==> src/rtl/spi_slave.sv <==
// SPI responder for all four CKP/CKE modes; pins are oversampled by clk, MSB first both ways.
// Optional sticky TX-underrun flag is built only when SPI_SLAVE_OVERRUN_EN is defined.
module spi_slave #(
    parameter int DATA_WIDTH = 8
) (
    input  logic                  clk,
    input  logic                  rst_n,
    input  logic                  CKP,
    input  logic                  CKE,
    input  logic                  sck,
    input  logic                  ss_n,
    input  logic                  mosi,
    output logic                  miso,
    output logic                  miso_oe,
    input  logic [DATA_WIDTH-1:0] tx_data,
    input  logic                  tx_valid,
    output logic                  tx_ready,
    output logic [DATA_WIDTH-1:0] rx_data,
    output logic                  rx_valid,
    output logic                  busy,
    output logic                  overrun
);
    localparam int CW = $clog2(DATA_WIDTH);
    localparam logic [CW-1:0] LAST = CW'(DATA_WIDTH - 1);

    typedef enum logic {IDLE, ACTIVE} state_t;

    state_t                state_q, state_d;
    logic [2:0]            sck_s;
    logic [1:0]            sel_s;
    logic [1:0]            mosi_s;
    logic [CW-1:0]         cnt;
    logic [DATA_WIDTH-1:0] tx_sh, rx_sh, tx_buf, load_word, rx_next;
    logic                  buf_full, miso_q, load, word_done;
    logic                  sel, sck_edge, lead, sample_edge, shift_edge, sampling, shifting;

    // Select is synchronised as active-high so the reset value means "deselected".
    always_ff @(posedge clk or negedge rst_n) begin
        if (!rst_n) begin
            sck_s  <= '0;
            sel_s  <= '0;
            mosi_s <= '0;
        end else begin
            sck_s  <= {sck_s[1:0], sck};
            sel_s  <= {sel_s[0], ~ss_n};
            mosi_s <= {mosi_s[0], mosi};
        end
    end

    assign sel         = sel_s[1];
    assign sck_edge    = sck_s[2] ^ sck_s[1];
    assign lead        = sck_s[1] ^ CKP;
    assign sample_edge = sck_edge & (lead ^ CKE);
    assign shift_edge  = sck_edge & ~(lead ^ CKE);
    assign sampling    = (state_q == ACTIVE) && sel && sample_edge;
    assign shifting    = (state_q == ACTIVE) && sel && shift_edge;
    assign rx_next     = {rx_sh[DATA_WIDTH-2:0], mosi_s[1]};
    assign load_word   = buf_full ? tx_buf : '0;

    always_ff @(posedge clk or negedge rst_n) begin
        if (!rst_n) state_q <= IDLE;
        else        state_q <= state_d;
    end

    always_comb begin
        state_d   = state_q;
        load      = 1'b0;
        word_done = 1'b0;
        case (state_q)
            IDLE: begin
                if (sel) begin
                    state_d = ACTIVE;
                    load    = 1'b1;
                end
            end
            ACTIVE: begin
                if (!sel) begin
                    state_d = IDLE;
                end else if (sample_edge && cnt == LAST) begin
                    word_done = 1'b1;
                    load      = 1'b1;
                end
            end
            default: state_d = IDLE;
        endcase
    end

    // A write landing with a load keeps the new word buffered; the load sees the old (empty) state.
    always_ff @(posedge clk or negedge rst_n) begin
        if (!rst_n) begin
            tx_buf   <= '0;
            buf_full <= 1'b0;
        end else if (tx_valid && !buf_full) begin
            tx_buf   <= tx_data;
            buf_full <= 1'b1;
        end else if (load) begin
            buf_full <= 1'b0;
        end
    end

    always_ff @(posedge clk or negedge rst_n) begin
        if (!rst_n) begin
            cnt      <= '0;
            tx_sh    <= '0;
            rx_sh    <= '0;
            rx_data  <= '0;
            rx_valid <= 1'b0;
            miso_q   <= 1'b0;
        end else begin
            rx_valid <= 1'b0;
            if (state_q == IDLE && sel) begin
                cnt <= '0;
                // CKE=0 must show the MSB before the first SCK edge.
                if (!CKE) begin
                    miso_q <= load_word[DATA_WIDTH-1];
                    tx_sh  <= {load_word[DATA_WIDTH-2:0], 1'b0};
                end else begin
                    miso_q <= 1'b0;
                    tx_sh  <= load_word;
                end
            end else if (state_q == ACTIVE && !sel) begin
                cnt    <= '0;
                miso_q <= 1'b0;
            end else if (sampling) begin
                rx_sh <= rx_next;
                if (word_done) begin
                    cnt      <= '0;
                    rx_data  <= rx_next;
                    rx_valid <= 1'b1;
                    tx_sh    <= load_word;
                end else begin
                    cnt <= cnt + 1'b1;
                end
            end else if (shifting) begin
                miso_q <= tx_sh[DATA_WIDTH-1];
                tx_sh  <= {tx_sh[DATA_WIDTH-2:0], 1'b0};
            end
        end
    end

    assign busy     = sel;
    assign miso_oe  = sel;
    assign miso     = sel & miso_q;
    assign tx_ready = ~buf_full;

`ifdef SPI_SLAVE_OVERRUN_EN
    logic ov_q;
    always_ff @(posedge clk or negedge rst_n) begin
        if (!rst_n)                ov_q <= 1'b0;
        else if (load && !buf_full) ov_q <= 1'b1;
    end
    assign overrun = ov_q;
`else
    assign overrun = 1'b0;
`endif

endmodule
==> config.mk <==
export PLATFORM = sky130hd
export DESIGN_NAME = spi_slave
export DESIGN_NICKNAME = d
export VERILOG_FILES = /design/src/rtl/spi_slave.sv
export SDC_FILE = /design/constraint.sdc
export NUM_CORES = 1
export LEC_CHECK = 0
export CAP_MARGIN = 10
export CORE_MARGIN = 5
export CORE_UTILIZATION = 24
export CTS_CLUSTER_SIZE = 30
export DETAILED_ROUTE_END_ITERATION = 16
export HOLD_SLACK_MARGIN = 0.12
export SLEW_MARGIN = 20
export SYNTH_ARGS = -nofsm -noshare
export SYNTH_HDL_FRONTEND = slang
export SYNTH_SLANG_ARGS = --single-unit
export TNS_END_PERCENT = 10
==> constraint.sdc <==
create_clock -name clk -period 2.7 [get_ports clk]
set_input_delay 0.405 -clock clk [delete_from_list [all_inputs] [get_ports clk]]
set_output_delay 0.405 -clock clk [all_outputs]
set_load 0.05 [all_outputs]
==> flow_metrics.tcl, run 1 <==
set metrics [dict create \
    r2r_start "sel_s[1]" \
    pre_cts_slack_ns 0.2730 \
    rr_worst_depth 5 \
    p_leak_uw 0.001181 \
    fp.dieH_um 104.9 \
    antenna_found_initial 0 \
    setup_ws_ns 0.5253 \
    fill_cells 903 \
    crit_fanout 8 \
    setup_tns_ns 0 \
    worstPathRequired_ns 2.87 \
    synth.area.top_cells "dfrtp_1 52%, mux2_2 13%, ha_1 3.5%, a2111oi_0 2.8%, a22o_1 2.8%" \
    htree_levels 2 \
    r2r_slack_ns 0.53 \
    cp_num_cells 5 \
    num_vias 1522 \
    drive_above_1_share_pct 22.27 \
    start_util_pct 24.67 \
    crit_slowest_cell "a2111oi_0" \
    place.gp.congestion 0.7700 \
    area_growth_pct 24.59 \
    synthCells 181 \
    seq_area_um2 1126 \
    synth-edff-count 0 \
    postCtsHoldBufs 0 \
    drtAntennaViolNets 0 \
    max_stage_delay_ns 0.49 \
    syn_area_um2 2162 \
    wl_per_cell_um 13.63 \
    fin_crit_ns 2.175 \
    grt_pass1_vias 1484 \
    min_period_over_period_pct 80.54 \
    p_total_uw 1780 \
    worstSetupStartpoint "sel_s[1]" \
    cts.path.max_buffers 2 \
    drc 0 \
    rows 34 \
    critPathTopFamily "compound AO/OA/AOI/OAI gates" \
    numCtsBuffers 5 \
    die_w_um 104.9 \
    vias_per_cell 4.771 \
    ir_drop_uv 458.7 \
    synth_flop_cell "dfrtp_1" \
    finClkSkew_ns 0.006825 \
    path_buf_inv 0 \
    path_cells "ha_1 -> and3_1 -> a22o_1 -> a2111oi_0 -> a32oi_1" \
    synth_nets 203 \
    multiInputGateArea_um2 938.4 \
    synth.yosys.warnings 0 \
    max_cap_viol_count 0 \
    setup_viol_count_final 0 \
    track_usage_pct 8.111 \
    cts_root_buf "clkbuf_8" \
    yosysUniqueCellTypes 40 \
    grt_pass1_wl_um 7376 \
    yosysSeqAreaShare_pct 52.08 \
    r2r-end "tx_sh[1]" \
    postSynth.asyncResetShare_pct 100.0 \
    routed_wl_um 4349 \
    grt_max_degree 46 \
    startpoint_type "flip-flop" \
    hp-class "in -> async" \
    post-cts-setup-buffers 0 \
    ios 30 \
    fmax_ghz 0.4598 \
    synth_top_area_cell "dfrtp_1" \
    rsz0062_at_grt "no" \
    synth_top_area_share_pct 52.08 \
    finalHoldViolCount 0 \
    port_buffers 28 \
    slew_headroom_pct 62.60 \
    slew_violations 0 \
    final_cell_count_no_fill 319 \
    outcome "finished, final reports clean" \
    clk_pin_slew_ns 0.08 \
    first_iter_violations 95 \
    core_um2 8763 \
    tightestPinTransition_ns 0.5611 \
    cts_tree "built" \
    power_density_nw_per_um2 660.8 \
    setup.worst_path.end "tx_sh[1]" \
    dieArea_um2 11010 \
    place_hpwl_um 3101 \
    clock_latency_ns 0.30 \
    critPathKind "reg -> reg" \
    cts.sinks 45 \
    grt_overflow 0 \
    synth_seq_cells 45 \
    dp.cells 311 \
    cp.arrival_ns 2.34 \
    n_antenna_cell 0 \
    avgSynthCellArea_um2 11.95 \
    first_pass_iters 4 \
    cp-end-kind "flip-flop" \
    cts_resized 0 \
    final_nets 232 \
]
-- worst reg2reg max path: stages (launching register included) --
cell,delay (ns)
dfrtp_1,0.48
ha_1,0.33
and3_1,0.31
a22o_1,0.26
a2111oi_0,0.49
a32oi_1,0.18
-- through the flow --
step	cell area, um2	util (%)	hold WS [ns]
after floorplan	2162	-	0.1094
after global placement	2557	29.18	0.3319
after detailed placement	2557	29.18	0.3356
after CTS	2691	30.71	0.3086
after global routing	2694	30.74	0.1418
final	2694	30.74	0.08652
-- Yosys cell counts, types with 2 or more instances --
cell type and n:
a21oi_1 6, nand2b_1 2, and3_1 2, a22o_1 7
buf_4 2, buf_2 2, buf_1 3, dfrtp_1 45
nand4_1 2, a31o_2 2, a32oi_1 7, mux2_2 25
inv_1 12, nand2_1 7, clkbuf_1 3, nand3b_1 4
and2_1 2, nand3_1 8, ha_1 6, or4b_1 2
a2111oi_0 7, o21ai_0 7
-- worst min-delay path by stage --
stage / from / to / slack (ns) / cells after the start
6_report: rst_n / tx_sh[1] / 0.09 / 1
5_1_grt: rst_n / buf_full / 0.14 / 1
4_1_cts: rst_n / buf_full / 0.31 / 1
3_5_place_dp: sck_s[0] / sck_s[1] / 0.34 / 0
3_3_place_gp: sck_s[0] / sck_s[1] / 0.33 / 0
2_1_floorplan: rst_n / buf_full / 0.11 / 0
-- cell usage in the layout, fill, tap and decap left out, drive strengths merged, types with 4 or more instances in the layout --
master / n
a2111oi: 7
a21oi: 6
a22o: 7
a32oi: 7
buf: 6
clkbuf: 5
clkdlybuf4s50: 27
dfrtp: 45
ha: 6
inv: 12
mux2: 25
nand2: 7
nand3: 9
nand3b: 4
o21ai: 7
-- sequential cells by signal, indices dropped and copies added (netlist names) --
register	flops
state_q	1
tx_buf	8
cnt	3
sck_s	3
sel_s	2
rx_sh	7
miso_q	1
tx_sh	8
mosi_s	2
rx_valid	1
buf_full	1
rx_data	8
-- report_power, final --
part / total, uW / internal, uW / switching, uW
Sequential: 881 / 784 / 96.6
Combinational: 304 / 156 / 148
Clock: 595 / 368 / 228
-- metal layers --
| metal | GRT usage, % | vias up | wire length, um |
|---|---|---|---|
| li1 | - | 723 | - |
| met1 | 11.07 | 765 | 2118 |
| met2 | 12.37 | 29 | 2026 |
| met3 | 1.973 | 5 | 146 |
| met4 | 3.196 | 0 | 58 |
| met5 | 0 | - | 0 |
-- cells by family after synthesis --
group	synth area share, %
flops	52.08
mux	14.12
xor+xnor	1.158
other cells	0.1734
simple gates	10.42
fa+ha+maj	3.472
buf+inv	4.513
compound gates	14.06
-- cell type report --
type | count | share of cell area (%)
clock buffer | 5 | 2.555
clock inverter | 3 | 2.415
inverter | 12 | 1.672
multi-input combinational | 113 | 34.84
sequential | 45 | 41.80
tap | 108 | 5.016
timing repair buffer | 33 | 11.70
(Power assumes the default switching activity.)
==> inputs of run 2 (changes only) <==
Clock period 2.7 ns to 2.1 ns, I/O delays scaled along.
==> run 2 against run 1 <==
  * Wire length grew 5.3%
  * Critical path type is now reg -> out
  * Total power rose by 24%
  * Hold slack improved by 0.27 ns
  * Cell count up 4.7%
  * Sequential share of layout area is 1.8 points lower
  * Final area is 4.7% higher
  * Global-route usage is 0.68 points higher
  * Non-clock buffer count is 15 higher
  * Sequential power rose by 28%
  * First-iteration DRC count fell by 21%
  * Die area unchanged
  * Flip-flop and latch count unchanged
==> flow_metrics.tcl, run 2 (synthesized netlist as in run 1, its figures left out) <==
set metrics [dict create \
    outcome "finished, final reports clean" \
    layout_commonest_cell "dfrtp_1" \
    tightestPinTransition_ns 0.5204 \
    setup_ws_ns 0.1258 \
    ir_drop_uv 477.3 \
    grt_pass1_wl_um 8093 \
    p_leak_uw 0.001245 \
    num_vias 1593 \
    critPathKind "reg -> out" \
    final_nets 247 \
    dieArea_um2 11010 \
    htree_levels 2 \
    fin_crit_ns 1.974 \
    cp-end-kind "output pin" \
    drc 0 \
    area_growth_pct 30.44 \
    slew_headroom_pct 65.20 \
    rr_worst_depth 5 \
    vias_per_cell 4.769 \
    n_antenna_cell 0 \
    pre_cts_slack_ns -0.1324 \
    first_pass_iters 4 \
    track_usage_pct 8.786 \
    cts.path.max_buffers 2 \
    clock_latency_ns 0.30 \
    power_density_nw_per_um2 784.2 \
    hold_path_depth 0 \
    setup_tns_ns 0 \
    finClkSkew_ns 0.008329 \
    routed_wl_um 4580 \
    hp-start "sel_s[0]" \
    max_cap_viol_count 0 \
    r2r_start "sel_s[1]" \
    setup_viol_count_final 0 \
    start_util_pct 24.67 \
    cp.arrival_ns 1.66 \
    cts_root_buf "clkbuf_8" \
    placed_cell_area_um2 2659 \
    finalHoldViolCount 0 \
    dp.cells 323 \
    cts.sinks 45 \
    r2r-end "tx_sh[3]" \
    rows 34 \
    hold-worst-slack_ns 0.3609 \
    grt_overflow 0 \
    final_area_um2 2820 \
    clk_pin_slew_ns 0.09 \
    final_cell_count_no_fill 334 \
    rsz0062_at_grt "yes" \
    drive_above_1_share_pct 29.20 \
    setup.worst_path.end "miso_oe" \
    fmax_ghz 0.5065 \
    antenna_found_initial 0 \
    numCtsBuffers 5 \
    die_w_um 104.9 \
    hp-class "reg -> reg" \
    worstPathRequired_ns 1.78 \
    wl_per_cell_um 13.71 \
    crit_fanout 5 \
    core_um2 8763 \
    worstSetupStartpoint "sel_s[1]" \
    startpoint_type "flip-flop" \
    place_hpwl_um 3261 \
    ios 30 \
    place.gp.congestion 0.8029 \
    grt_max_degree 46 \
    first_iter_violations 75 \
    mostFrequentLayoutCells "44 x dfrtp_1, 26 x clkdlybuf4s50_1, 25 x mux2_2" \
    port_buffers 28 \
    fill_cells 908 \
    reg.largest.list "rx_data (8), tx_buf (8), tx_sh (8)" \
    drtAntennaViolNets 0 \
    fp.dieH_um 104.9 \
    slew_violations 0 \
    min_period_over_period_pct 94.01 \
    grt_pass1_vias 1672 \
    r2r_slack_ns 0.17 \
    cts_tree "built" \
]
run 2: worst max-delay path: stages (launching register included):
cell	delay (ns)
dfrtp_2	0.43
buf_4	0.14
clkdlybuf4s50_1	0.79
run 2: worst min-delay path by stage:
stage,endpoint
3_3_place_gp,tx_buf[3]
3_5_place_dp,tx_buf[1]
2_1_floorplan,buf_full
5_1_grt,sck_s[1]
6_report,sel_s[1]
4_1_cts,sck_s[1]
run 2: layout make-up:
| cell class | count | area, um2 | area share [%] |
|---|---|---|---|
| Inverter | 12 | 45.04 | 1.597 |
| Tap cell | 108 | 135.1 | 4.792 |
| Timing Repair Buffer | 48 | 437.9 | 15.53 |
| Clock buffer | 6 | 72.57 | 2.573 |
| Clock inverter | 2 | 38.79 | 1.375 |
| Sequential cell | 45 | 1127 | 39.97 |
| Multi-Input combinational cell | 113 | 963.4 | 34.16 |
run 2: stage by stage:
step / total power (uW) / utilization [%]
floorplan: 1390 / -
global placement: 1553 / 30.34
detailed placement: 1566 / 30.34
CTS: 2232 / 31.72
global route: 2343 / 32.18
finish: 2212 / 32.18
run 2: per-layer routing:
layer	GRT usage [%]	part of all wire (%)	vias up
met5	0	0	-
met4	2.922	1.5	0
met3	2.651	4.1	7
met2	13.49	45	32
met1	11.82	49	803
li1	-	-	751
run 2: repair_timing:
item / 4_1_cts / 5_1_grt
endpoints found under the hold margin: 45 / 0
resized for setup: 0 / 7
buffers inserted: 0 / 2
setup endpoints to repair: 0 / 8
hold buffers: 1 / 0
run 2: power by group:
group / internal (uW) / switching, uW
logic: 225 / 200
registers: 1010 / 122
clock network: 357 / 299
total: 1590 / 621
